===== config.mk =====
export PLATFORM = sky130hd
export DESIGN_NAME = up_counter_wrap
export DESIGN_NICKNAME = d
export VERILOG_FILES = /design/src/rtl/up_counter_wrap.sv
export SDC_FILE = /design/constraint.sdc
export NUM_CORES = 1
export LEC_CHECK = 0
export BUFFER_PORTS_ARGS = -buffer_cell sky130_fd_sc_hd__buf_2
export CAP_MARGIN = 20
export CORE_AREA = 2 2 39 41
export DETAILED_ROUTE_END_ITERATION = 8
export DIE_AREA = 0 0 41 43
export GPL_TIMING_DRIVEN = 0
export SETUP_SLACK_MARGIN = 0.15
export SLEW_MARGIN = 10
export SYNTH_ARGS = -nofsm -noshare
export SYNTH_HDL_FRONTEND = slang
export SYNTH_SLANG_ARGS = --single-unit

===== constraint.sdc =====
create_clock -name clk -period 1.9 [get_ports clk]
set_input_delay 0.57 -clock clk [delete_from_list [all_inputs] [get_ports clk]]
set_output_delay 0.57 -clock clk [all_outputs]
set_load 0.05 [all_outputs]

===== src/rtl/up_counter_wrap.sv =====
// Up-counter 0..MAX with wrap to 0 and a registered one-cycle overflow pulse.
// Ports: clk, en (count enable), rst (async, active high), count, overflow.
module up_counter_wrap #(
   parameter int unsigned WIDTH = 3,
   parameter int unsigned MAX   = 7
) (
   input  logic             clk,
   input  logic             en,
   input  logic             rst,
   output logic [WIDTH-1:0] count,
   output logic             overflow
);

   localparam logic [WIDTH-1:0] MAX_V = MAX[WIDTH-1:0];
   localparam logic [WIDTH-1:0] ONE   = WIDTH'(1);
   localparam logic [WIDTH-1:0] ALL1  = '1;

   logic at_max;
   logic above_max;

   assign at_max = (count == MAX_V);

   // A value above MAX can only exist when MAX is not the natural top
   // of the range; otherwise the compare is constant false.
   generate
      if (MAX_V != ALL1) begin : g_above
         assign above_max = (count > MAX_V);
      end else begin : g_no_above
         assign above_max = 1'b0;
      end
   endgenerate

   always_ff @(posedge clk or posedge rst) begin
      if (rst) begin
         count    <= '0;
         overflow <= 1'b0;
      end else if (en) begin
         if (at_max) begin
            count    <= '0;
            overflow <= 1'b1;
         end else if (above_max) begin
            // Recover from an out-of-range value silently.
            count    <= '0;
            overflow <= 1'b0;
         end else begin
            count    <= count + ONE;
            overflow <= 1'b0;
         end
      end else begin
         overflow <= 1'b0;
      end
   end

endmodule


==> reports/results.ini <==
[sta]
tns_ns=0
finalCritPeriodShare_pct=76.26
fin_skew_ns=0.00003278
relSlewSlack_pct=83.13
slew_viol_final=0
hold_viol=0
setup_viol=0
tightest_slew_ns=0.2547
rsz0062_at_grt=false
clock.fmax_mhz=690.2
min_period_ns=1.449

[synth]
synth_top_area_share_pct=57.55
yosys_warnings=0
synth-seq-cells=4
synth_cell_types=6
synth_top_area_cell=dfrtp_1
synthTopCellsByArea=dfrtp_1 58%, mux2_2 19%, ha_1 14%
avgSynthCellArea_um2=14.49
yosysSeqAreaShare_pct=57.55
syn_inst=12
syn_nets=17
syn_area_um2=173.9

[finish]
diodes=0
drive_gt1_share_pct=61.90
num-nets-final=28
final_cell_mix=6 x buf_2, 4 x dfrtp_1, 3 x mux2_2, 3 x clkbuf_4, 2 x ha_1
fill_cells=160
mostFrequentLayoutCell=buf_2
area_delta_synth_final_pct=41.73

[floorplanning]
core_area_mm2=0.001384
die_area_mm2=0.001763
die_h_um=43
pin_count=7
fp-row-count=14
initial_core_util_pct=12.57
die_w_um=41

[grt]
grt_antenna_before_repair=0
grt_pass1_wl_um=552
grt_usage_pct=5.823
grt_use_met1_pct=5.466
grt_overflow_total=0
top_usage_layer=met4
met2_usage_pct=6.250
use_met3_pct=4.712
grt_start_max_net_pins=5
grt_pass1_vias=151

[worst_setup_path]
start_kind=register
worstPathArrival_ns=0.88
worstPathMaxFanout=4
slowest_delay_ns=0.37
cpMaxStageDelayCell=dfrtp_1
critical-path-top-delay-family=flip-flops
required_ns=1.33
worstPathCellList=buf_2
critPathBufInv=1
path_class=register to primary output
cp-end-kind=primary output

[clock_tree]
cts-buffers-inserted=3
clock-sinks=4
postCtsSetupRepairBufs=0
htree_num_levels=1
post_cts_resized=0
clk_pin_slew_ns=0.04
hold_buffers=0
tritoncts=built
root_buffer=clkbuf_4
cts_buffer_depth=2
clk_latency_ns=0.23

[placement]
gp_congestion=0.5710
numPortBuffers=6

[detailed_routing]
firstDrtPassIters=1
avgViaCountPerCell=3.351
route.detailed.drc=0
wl_per_cell_um=8.486
drt_wl_total_um=314
drtAntennaViolNets=0
via_count=124
drt_iter0_drc=0

[hold_path]
worstHoldPathType=input pin to asynchronous set/reset pin

[status]
outcome=complete, no violations

[job]
cap_violations=0

-- metrics by stage --
stage	area [um2]	std cells	setup slack (ns)	util, %	hold slack [ns]
finish	246.5	37	0.4511	17.81	0.2177
global route	246.5	37	0.3953	17.81	0.2297
global placement	224.0	34	0.6566	16.18	0.4591
CTS	246.5	37	0.4281	17.81	0.2136
detailed placement	224.0	34	0.6546	16.18	0.4648
floorplan	173.9	12	0.4251	-	0.3361
-- cell usage after synthesis --
| cell | instances |
|---|---|
| dfrtp_1 | 4 |
| mux2_2 | 3 |
| ha_1 | 2 |
| and2_2 | 1 |
| inv_1 | 1 |
| nor2_1 | 1 |
-- path summary, 6_finish.rpt --
path / startpoint / end / slack (ns) / cells after the start
setup reg to reg: count[0]$_DFFE_PP0P_ / count[2]$_DFFE_PP0P_ / 0.66 / 3
max in group asynchronous: rst / count[0]$_DFFE_PP0P_ / 1.53 / 2
hold / removal: rst / overflow$_DFF_PP0_ / 0.22 / 2
min in group clk: count[1]$_DFFE_PP0P_ / count[1]$_DFFE_PP0P_ / 0.53 / 1
hold reg to reg: count[1]$_DFFE_PP0P_ / count[1]$_DFFE_PP0P_ / 0.53 / 1
setup / recovery: count[0]$_DFFE_PP0P_ / count[0] / 0.45 / 1
-- kinds of logic (layout without fill, tap and decap cells) --
group                      Yosys count  count (layout)  share of synthesized area (%)
DFF                                  4               4                          57.56
and+or+nand+nor                      2               2                          6.474
buffers and inverters                1              10                          2.156
adders and majority gates            2               2                          14.39
muxes                                3               3                          19.42
-- routing by layer --
layer,vias to the layer above,part of all wire (%)
li1,59,-
met4,0,0
met2,7,43
met1,58,42
met5,-,0
met3,0,14
-- sequential cells by signal, indices dropped and copies added (netlist names) --
signal	count
overflow	1
count	3
-- area by class of cell --
class	count	area (um2)	area share (%)
clock buffers	3	22.52	9.137
inverters	1	3.754	1.523
multi-input cells	7	70.07	28.43
flip-flops and latches	4	100.1	40.61
well taps	16	20.02	8.122
repair buffers	6	30.03	12.18
Power is left out: the tool's default activity adds up to more than one toggle a clock period on the data nets, which glitch-free logic cannot reach.
